--- src/rtl/tx_seq_pkg.sv ---
// Shared FSM encodings, PCLK width codes and a config helper for the Tx bring-up sequencer.
package tx_seq_pkg;

    typedef enum logic [2:0] {
        S_RST   = 3'd0,
        S_PLL   = 3'd1,
        S_ENB   = 3'd2,
        S_PS    = 3'd3,
        S_SP    = 3'd4,
        S_CONV  = 3'd5,
        S_RUN   = 3'd6,
        S_RECFG = 3'd7
    } state_e;

    localparam logic [1:0] W32   = 2'b00;
    localparam logic [1:0] W16   = 2'b01;
    localparam logic [1:0] W8    = 2'b10;
    localparam logic [1:0] WRSVD = 2'b11;

    function automatic int max5(input int a, input int b, input int c, input int d, input int e);
        int m;
        m = a;
        if (b > m) m = b;
        if (c > m) m = c;
        if (d > m) m = d;
        if (e > m) m = e;
        return m;
    endfunction

endpackage

--- src/rtl/tx_seq_timer.sv ---
// Loadable down-counter that sticks at zero; load has priority over decrement.
module tx_seq_timer #(
    parameter int CNT_W = 8
) (
    input  logic             clk,
    input  logic             rst,
    input  logic             load,
    input  logic [CNT_W-1:0] load_val,
    input  logic             dec,
    output logic             zero
);

    logic [CNT_W-1:0] cnt_q, cnt_d;

    always_comb begin
        cnt_d = cnt_q;
        if (load)
            cnt_d = load_val;
        else if (dec && cnt_q != '0)
            cnt_d = cnt_q - CNT_W'(1);
    end

    always_ff @(posedge clk or posedge rst) begin
        if (rst) cnt_q <= '0;
        else     cnt_q <= cnt_d;
    end

    assign zero = (cnt_q == '0);

endmodule

--- src/rtl/tx_bringup_seq.sv ---
// Tx PHY bring-up sequencer and PCLK width-change controller.
// Define TX_BRINGUP_LOCK_TIMEOUT_EN to add the PLL lock watchdog and LOCK_ERR flag.
module tx_bringup_seq
    import tx_seq_pkg::*;
#(
    parameter int PLL_WAIT     = 1,
    parameter int ENB_WAIT     = 19,
    parameter int PS_WAIT      = 1,
    parameter int CONV_WAIT    = 10,
    parameter int LOCK_TIMEOUT = 255,
    parameter int CNT_W        = 8
) (
    input  logic       CLK,
    input  logic       RESET,
    input  logic       PLL_LOCK,
    input  logic [1:0] WIDTH_REQ,
    input  logic       WIDTH_VALID,
    output logic       WIDTH_ACK,
    output logic [1:0] PCLK,
    output logic       ENB,
    output logic       RESET_PLL,
    output logic       RESET_PS,
    output logic       RESET_SP,
    output logic       RESET_CONV832,
    output logic       READY,
    output logic [2:0] STATE,
    output logic       LOCK_ERR
);

    localparam logic [CNT_W-1:0] LD_PLL  = CNT_W'(PLL_WAIT - 1);
    localparam logic [CNT_W-1:0] LD_ENB  = CNT_W'(ENB_WAIT - 1);
    localparam logic [CNT_W-1:0] LD_PS   = CNT_W'(PS_WAIT - 1);
    localparam logic [CNT_W-1:0] LD_CONV = CNT_W'(CONV_WAIT - 1);

    generate
        if (CNT_W < $clog2(max5(PLL_WAIT, ENB_WAIT, PS_WAIT, CONV_WAIT, LOCK_TIMEOUT) + 1)) begin : g_cnt_w_small
            $error("CNT_W too narrow for configured waits");
        end
    endgenerate

    state_e     state_q, state_d;
    logic [1:0] pclk_q, pclk_d;
    logic       rpll_q, rpll_d, enb_q, enb_d, rps_q, rps_d, rsp_q, rsp_d;
    logic       rconv_q, rconv_d, ready_q, ready_d, ack_q, ack_d;
    logic       t_load, t_dec, t_zero;
    logic [CNT_W-1:0] t_val;
    logic       lock_lost;
`ifdef TX_BRINGUP_LOCK_TIMEOUT_EN
    logic [CNT_W-1:0] wd_q, wd_d;
    logic             lerr_q, lerr_d;
`endif

    tx_seq_timer #(.CNT_W(CNT_W)) u_timer (
        .clk      (CLK),
        .rst      (RESET),
        .load     (t_load),
        .load_val (t_val),
        .dec      (t_dec),
        .zero     (t_zero)
    );

    assign lock_lost = !PLL_LOCK && state_q != S_RST && state_q != S_PLL;

    always_comb begin
        state_d = state_q;
        pclk_d  = pclk_q;
        rpll_d  = rpll_q;
        enb_d   = enb_q;
        rps_d   = rps_q;
        rsp_d   = rsp_q;
        rconv_d = rconv_q;
        ready_d = ready_q;
        ack_d   = 1'b0;
        t_load  = 1'b0;
        t_val   = '0;
        t_dec   = 1'b0;
`ifdef TX_BRINGUP_LOCK_TIMEOUT_EN
        wd_d    = wd_q;
        lerr_d  = lerr_q;
`endif
        // Lock loss outranks everything, including a pending width request.
        if (lock_lost) begin
            enb_d   = 1'b0;
            rps_d   = 1'b0;
            rsp_d   = 1'b0;
            rconv_d = 1'b0;
            ready_d = 1'b0;
            state_d = S_PLL;
            t_load  = 1'b1;
            t_val   = LD_PLL;
        end else begin
            case (state_q)
                S_RST: begin
                    rpll_d  = 1'b1;
                    state_d = S_PLL;
                    t_load  = 1'b1;
                    t_val   = LD_PLL;
                end
                S_PLL: begin
                    if (!t_zero) begin
                        t_dec = 1'b1;
                    end else if (PLL_LOCK) begin
                        enb_d   = 1'b1;
                        state_d = S_ENB;
                        t_load  = 1'b1;
                        t_val   = LD_ENB;
`ifdef TX_BRINGUP_LOCK_TIMEOUT_EN
                        wd_d    = '0;
                    end else if (wd_q == CNT_W'(LOCK_TIMEOUT - 1)) begin
                        // One-cycle PLL reset pulse; S_RST re-releases it next edge.
                        rpll_d  = 1'b0;
                        lerr_d  = 1'b1;
                        wd_d    = '0;
                        state_d = S_RST;
                    end else begin
                        wd_d    = wd_q + CNT_W'(1);
`endif
                    end
                end
                S_ENB: begin
                    if (!t_zero) t_dec = 1'b1;
                    else begin
                        rps_d   = 1'b1;
                        state_d = S_PS;
                        t_load  = 1'b1;
                        t_val   = LD_PS;
                    end
                end
                S_PS: begin
                    // S_SP is a single staging cycle before the converter hold.
                    if (!t_zero) t_dec = 1'b1;
                    else begin
                        rsp_d   = 1'b1;
                        state_d = S_SP;
                        t_load  = 1'b1;
                        t_val   = '0;
                    end
                end
                S_SP: begin
                    if (!t_zero) t_dec = 1'b1;
                    else begin
                        state_d = S_CONV;
                        t_load  = 1'b1;
                        t_val   = LD_CONV;
                    end
                end
                S_CONV, S_RECFG: begin
                    if (!t_zero) t_dec = 1'b1;
                    else begin
                        rconv_d = 1'b1;
                        ready_d = 1'b1;
                        state_d = S_RUN;
                    end
                end
                S_RUN: begin
                    if (WIDTH_VALID && !ack_q && WIDTH_REQ != WRSVD) begin
                        ack_d = 1'b1;
                        if (WIDTH_REQ != pclk_q) begin
                            pclk_d  = WIDTH_REQ;
                            rconv_d = 1'b0;
                            ready_d = 1'b0;
                            state_d = S_RECFG;
                            t_load  = 1'b1;
                            t_val   = LD_CONV;
                        end
                    end
                end
                default: state_d = S_RST;
            endcase
        end
    end

    always_ff @(posedge CLK or posedge RESET) begin
        if (RESET) begin
            state_q <= S_RST;
            pclk_q  <= W32;
            rpll_q  <= 1'b0;
            enb_q   <= 1'b0;
            rps_q   <= 1'b0;
            rsp_q   <= 1'b0;
            rconv_q <= 1'b0;
            ready_q <= 1'b0;
            ack_q   <= 1'b0;
`ifdef TX_BRINGUP_LOCK_TIMEOUT_EN
            wd_q    <= '0;
            lerr_q  <= 1'b0;
`endif
        end else begin
            state_q <= state_d;
            pclk_q  <= pclk_d;
            rpll_q  <= rpll_d;
            enb_q   <= enb_d;
            rps_q   <= rps_d;
            rsp_q   <= rsp_d;
            rconv_q <= rconv_d;
            ready_q <= ready_d;
            ack_q   <= ack_d;
`ifdef TX_BRINGUP_LOCK_TIMEOUT_EN
            wd_q    <= wd_d;
            lerr_q  <= lerr_d;
`endif
        end
    end

    assign WIDTH_ACK     = ack_q;
    assign PCLK          = pclk_q;
    assign ENB           = enb_q;
    assign RESET_PLL     = rpll_q;
    assign RESET_PS      = rps_q;
    assign RESET_SP      = rsp_q;
    assign RESET_CONV832 = rconv_q;
    assign READY         = ready_q;
    assign STATE         = state_q;
`ifdef TX_BRINGUP_LOCK_TIMEOUT_EN
    assign LOCK_ERR      = lerr_q;
`else
    assign LOCK_ERR      = 1'b0;
`endif

endmodule

--- config.mk ---
export PLATFORM = sky130hd
export DESIGN_NAME = tx_bringup_seq
export DESIGN_NICKNAME = d
export VERILOG_FILES = /design/src/rtl/tx_seq_pkg.sv /design/src/rtl/tx_seq_timer.sv /design/src/rtl/tx_bringup_seq.sv
export SDC_FILE = /design/constraint.sdc
export NUM_CORES = 1
export LEC_CHECK = 0
export ABC_AREA = 1
export BUFFER_PORTS_ARGS = -buffer_cell sky130_fd_sc_hd__buf_2
export CAP_MARGIN = 40
export CORE_MARGIN = 2
export CORE_UTILIZATION = 42
export DETAILED_ROUTE_END_ITERATION = 10
export GPL_ROUTABILITY_DRIVEN = 0
export GPL_TIMING_DRIVEN = 1
export MAX_ROUTING_LAYER = met4
export SETUP_SLACK_MARGIN = 0.1
export SYNTH_ARGS = -nofsm -noshare
export SYNTH_HDL_FRONTEND = slang
export SYNTH_SLANG_ARGS = --single-unit
--- constraint.sdc ---
create_clock -name CLK -period 2.13 [get_ports CLK]
set_input_delay 0.213 -clock CLK [delete_from_list [all_inputs] [get_ports CLK]]
set_output_delay 0.213 -clock CLK [all_outputs]
set_load 0.02 [all_outputs]
Word level (Yosys, flattened, before mapping) --
Cells that the tools add are included.
Word-level totals: output and inout bits 13, flip-flop bits (word level) 19, logic and storage cells 102
Operators by class: reduce and logical (&&, ||, !) cells 28, equality and inequality tests 18, multiplexer cells 45, bitwise operators 1, $add $sub $neg 1
Operators with widths (number):
- two-way mux 3 bit | 9
- two-way mux 1 bit | 24
- != test 3 bit, second input constant | 8
- case mux 3 bit (7 select lines) | 1
- two-way mux 8 bit | 2
- two-way mux 5 bit | 3
- case mux 5 bit (3 select lines) | 1
- equality test 3 bit, second input constant | 4
- two-way mux 4 bit | 3
- nonzero test 2 bit | 6
- zero test 8 bit | 1
- AND reduction 4 bit | 2
- AND reduction 8 bit | 1
- nonzero test 8 bit | 1
- subtractor 8 x 1 -> 8 bit, second input constant | 1
- equality test 3 x 2 -> 1 bit, second input constant | 2
- AND reduction 2 bit | 3
- nonzero test 3 bit | 2
- OR reduction 6 bit | 1
- logical AND 1 bit | 5
- case mux 1 bit (4 select lines) | 1
- equality test 3 x 1 -> 1 bit, second input constant | 1
- zero test 3 bit | 1
- != test 3 x 1 -> 1 bit, second input constant | 1
- 8 further kinds | 9

Depth between registers and ports, before layout --
depth in word-level cells 7, mapped depth 11, depth with buffers taken out 11

Cells and area by module --
From an unflattened synthesis, not the netlist that was laid out.
Unflattened totals: cells, all modules 185, area total of the unflattened synthesis 1331.3 µm²
By module, submodules not included:
- tx_bringup_seq | cells each 94, instances 1, area an instance 706.9 µm²
- tx_seq_timer | cells each 91, instances 1, area an instance 624.3 µm²

Worst setup path before layout --
No wires, ideal clock.
path type register to register, start register state_q[1], in the netlist STATE[1], end register u_timer.cnt_q[7], required time 2.010 ns, path slack 0.557 ns, cell stages (with the launch flop) 10, path buffers 1, data arrival time 1.454 ns, cell sequence dfrtp_1 buf_6 o21ai_4 nand2_1 nor2_2 nand2_2 nor2_2 nand3_1 nand2_1 nor2_1
On the way: cells in the longest elaborated chain, start to end 6, elaborated cells between the ends (all ways) 21, classes of those cells 8 x eq/ne; 5 x mux; 8 x reduce/logical
RTL lines:
- start, declared | RTL line tx_bringup_seq.sv:41 | state_e state_q, state_d;
- start signal, assigned | RTL line tx_bringup_seq.sv:189 | state_q <= state_d;
- equality test 3 bit (tied with other cells) | RTL line tx_bringup_seq.sv:92 | case (state_q)
- OR reduction 6 bit (no source line) or logical AND 1 bit (tied branches)
- two-way mux 1 bit or logical AND 1 bit (tied branches)
- two-way mux 1 bit | RTL line tx_bringup_seq.sv:82 | if (lock_lost) begin
- logical AND 1 bit | RTL line tx_seq_timer.sv:19 | else if (dec && cnt_q != '0)
- nonzero test 2 bit (no source line)
- end signal, assigned | RTL line tx_seq_timer.sv:25 | else cnt_q <= cnt_d;
- end, declared | RTL line tx_seq_timer.sv:13 | logic [CNT_W-1:0] cnt_q, cnt_d;
Parallel ways exist; a longest one is shown, timed or not. A chain may end at the register's enable or synchronous reset.

Worst setup path after layout --
start register state_q[1], in the netlist STATE[1], end register u_timer.cnt_q[3]
Same word-level chain as after synthesis.

==> results.sh <==
export IMPL_synth_largest_area_cell="sky130_fd_sc_hd__dfrtp_1"
export IMPL_cts_repair_resize_count=0
export IMPL_die_area_sq_um=3310
export IMPL_run_status="complete, no violations"
export IMPL_floorplan_die_width_um=57.5
export IMPL_clk_pin_slew_worst_paths_ps=120
export IMPL_grt_first_pass_wirelength_mm=4.42
export IMPL_syn_num_nets=178
export IMPL_timing_final_crit_share_pct=84.5
export IMPL_post_synth_fa_ha_maj_area_fraction_pct=2.08
export IMPL_final_report_setup_violation_count=0
export IMPL_maximum_number_of_pins_on_one_net_before_global_route_repair=20
export IMPL_worst_slew_pin_slew_ps=751
export IMPL_n_antenna_cell=0
export IMPL_post_route_worst_setup_slack_ps=330
export IMPL_synth_most_common_cell="sky130_fd_sc_hd__nand2_1"
export IMPL_rows=19
export IMPL_timing_critical_path_required_ps=2380
export IMPL_drc_errors=0
export IMPL_ys_seq_elements=19
export IMPL_final_antenna_net_count=0
export IMPL_fin_tns_setup_ps=0
export IMPL_initial_utilization_pct=44.0
export IMPL_postCtsHoldBufs=0
export IMPL_synth_compound_area_share_pct=6.14
export IMPL_critical_path_endpoint_type="flip-flop"
export IMPL_core_area_sq_um=2730
export IMPL_maxSlewHeadroom_pct=49.8
export IMPL_cts_inserted_buffers=3
export IMPL_synthesized_instance_count=170
export IMPL_clockBufferDepth=2
export IMPL_wirelength_mm=2.45
export IMPL_timing_hold_violations_final=0
export IMPL_mappedNetlistArea_sq_um=1200
export IMPL_crit_path_cell_trace="nor2_1 > nor2_1 > nor2_1 > nand2_1 > nand2_1 > nor2_4 > nand3_2 > inv_2 > nand2_1 > nand2_1"
export IMPL_min_period_ps=1800
export IMPL_netlist_top_cells_area="sky130_fd_sc_hd__dfrtp_1 40%, sky130_fd_sc_hd__nand2_1 18%, sky130_fd_sc_hd__inv_1 6.6%, sky130_fd_sc_hd__nor2_1 6.2%, sky130_fd_sc_hd__nand3_1 4.6%"
export IMPL_synthXorXnorAreaFrac_pct=2.91
export IMPL_grt_pass1_vias=1033
export IMPL_ys_warn_count=0
export IMPL_yosysTopAreaCellShare_pct=39.5
export IMPL_hold_worst_slack_ps=13.8
export IMPL_io_pins=19
export IMPL_dp_worst_setup_slack_ps=377
export IMPL_slowest_stage="sky130_fd_sc_hd__dfrtp_1"
export IMPL_vias_per_cell=4.94
export IMPL_worst_path_largest_cell_delay_ps=580
export IMPL_peakVddDrop_v=0.000742
export IMPL_worst_setup_path_start_kind="flip-flop"
export IMPL_power_per_cell_area_nw_per_um2=1610
export IMPL_cts_max_level=1
export IMPL_ys_top_cells_by_count="57 x sky130_fd_sc_hd__nand2_1, 21 x sky130_fd_sc_hd__inv_1, 20 x sky130_fd_sc_hd__nor2_1, 19 x sky130_fd_sc_hd__dfrtp_1, 11 x sky130_fd_sc_hd__nand3_1"
export IMPL_muxShareOfSynthArea_pct=0
export IMPL_portBuffers=17
export IMPL_hold_path_class="in -> async"
export IMPL_drt_pass1_iterations=4
export IMPL_synth_sequential_area_ratio_pct=39.5
export IMPL_drv_cap=0
export IMPL_postLayoutCoreUtil_pct=48.3
export IMPL_synth_edff_count=0
export IMPL_cts_setup_buffers=0
export IMPL_critical_path_arrival_ps=2050
export IMPL_globalRouteOverflowTotal=0
export IMPL_synthArstFlopShare_pct=100
export IMPL_grt_total_usage_pct=17.5
export IMPL_initial_antenna_violation_count=0
export IMPL_power_leakage_nw=0.746
export IMPL_drt_first_iter_violations=46
export IMPL_cp_max_fo=9
export IMPL_clock_skew_ps=12.2
export IMPL_timing_fmax_mhz=556
export IMPL_place_hpwl_mm=1.83
export IMPL_final_layout_size_suffix_gt1_share_pct=19.3
export IMPL_tritoncts="built"
export IMPL_worst_path_most_repeated_cell="sky130_fd_sc_hd__nand2_1"
export IMPL_ys_types=23
export IMPL_synth_top_family_by_area="simple AND/OR/NAND/NOR gates"
export IMPL_fillerInstances=283
export IMPL_cts_sink_count=19
export IMPL_clock_insertion_delay_worst_skew_ps=310
export IMPL_num_vias=1077
export IMPL_unrepaired_setup_endpoints_after_global_routing="false"
export IMPL_areaGrowthSynthToFinish_pct=9.78
export IMPL_synthesis_area_per_instance_sq_um=7.07
export IMPL_synth_main_ff_cell="sky130_fd_sc_hd__dfrtp_1"
export IMPL_crit_type="reg -> reg"
export IMPL_post_drt_wl_per_cell_um=11.2
export IMPL_dieHeight_um=57.5
export IMPL_yosys_area_share_simple_pct=39.0
export IMPL_slew_viol_final=0
export IMPL_root_buffer="sky130_fd_sc_hd__clkbuf_4"
export IMPL_nets=196
==> path summary, 6_finish.rpt <==
check | from | endpoint | slack, ps | cells after the start
setup / recovery | STATE[1] | u_timer.cnt_q[3] | 330 | 10
hold / removal | RESET | u_timer.cnt_q[6] | 10 | 2
setup reg to reg | STATE[1] | u_timer.cnt_q[3] | 330 | 10
hold reg to reg | RESET_PLL | RESET_PLL | 470 | 1
max in group asynchronous | RESET | WIDTH_ACK | 1630 | 2
min in group CLK | WIDTH_REQ[0] | PCLK[0] | 160 | 3
==> state kept, by name, summed over array words and instances, names as in the netlist <==
register and cells:
u_timer.cnt_q 8, STATE 3, PCLK 2, ENB 1
READY 1, RESET_PLL 1, RESET_PS 1, RESET_SP 1
WIDTH_ACK 1
==> cells by family (layout without fill, tap and decap cells) <==
group / after synthesis / after routing
adder cells (fa/ha/maj): 2 / 2
AND/OR/NAND/NOR: 105 / 105
other: 1 / 1
buffers and inverters: 27 / 44
AO/OA/AOI/OAI: 12 / 12
XOR/XNOR: 4 / 4
flip-flops: 19 / 19
==> worst max-delay path: cells and delay by family (launching register included) <==
family / cells / cell delay, ps
flip-flops: 1 / 580
buffers and inverters: 1 / 140
AND/OR/NAND/NOR: 9 / 1020
==> per-stage QoR <==
step	total power [W]	cell area, sq um	cells
after global placement	0.00193	1290	214
final	0.00213	1320	218
after global routing	0.00236	1320	218
after detailed placement	0.00194	1290	214
after floorplan	0.00168	1200	170
after CTS	0.00215	1320	218
==> power breakdown <==
part	switching, W	internal, W
Combinational	0.000859	0.000435
Clock	0.000120	0.0000700
Sequential	0.000146	0.000501
Total	0.00112	0.00101
==> layout by cell type (no fill, tap or decap), types with 2 or more instances in the layout <==
cell type and instances:
sky130_fd_sc_hd__ha_1 2, sky130_fd_sc_hd__nand4_1 3, sky130_fd_sc_hd__nand3_2 2, sky130_fd_sc_hd__nor2_1 20, sky130_fd_sc_hd__o21ai_0 7, sky130_fd_sc_hd__a21oi_1 3, sky130_fd_sc_hd__nor2_2 3, sky130_fd_sc_hd__xor2_1 4
sky130_fd_sc_hd__inv_2 2, sky130_fd_sc_hd__nand2_2 2, sky130_fd_sc_hd__clkbuf_4 3, sky130_fd_sc_hd__buf_2 17, sky130_fd_sc_hd__nand3_1 11, sky130_fd_sc_hd__or2_2 2, sky130_fd_sc_hd__nand2_1 57, sky130_fd_sc_hd__dfrtp_1 19
sky130_fd_sc_hd__nor3_1 2, sky130_fd_sc_hd__nor2_4 2, sky130_fd_sc_hd__inv_1 21
==> per-layer routing <==
metal	vias to the layer above	global-route usage, %	wire length (um)
li1	552	-	-
met1	488	23.3	1210
met2	33	27.6	1070
met3	4	2.04	131
met4	0	6.31	35
met5	-	-	0
==> cell type report <==
| cell class | instances | area [sq um] | area share [%] |
|---|---|---|---|
| multi-input combinational | 124 | 607 | 46.0 |
| sequential | 19 | 475 | 36.0 |
| inverter | 23 | 86.3 | 6.54 |
| timing repair buffer | 17 | 85.1 | 6.45 |
| tap | 31 | 38.8 | 2.94 |
| clock buffer | 3 | 22.5 | 1.71 |
| clock inverter | 1 | 5.00 | 0.379 |
Power figures use the tool's default switching activity.
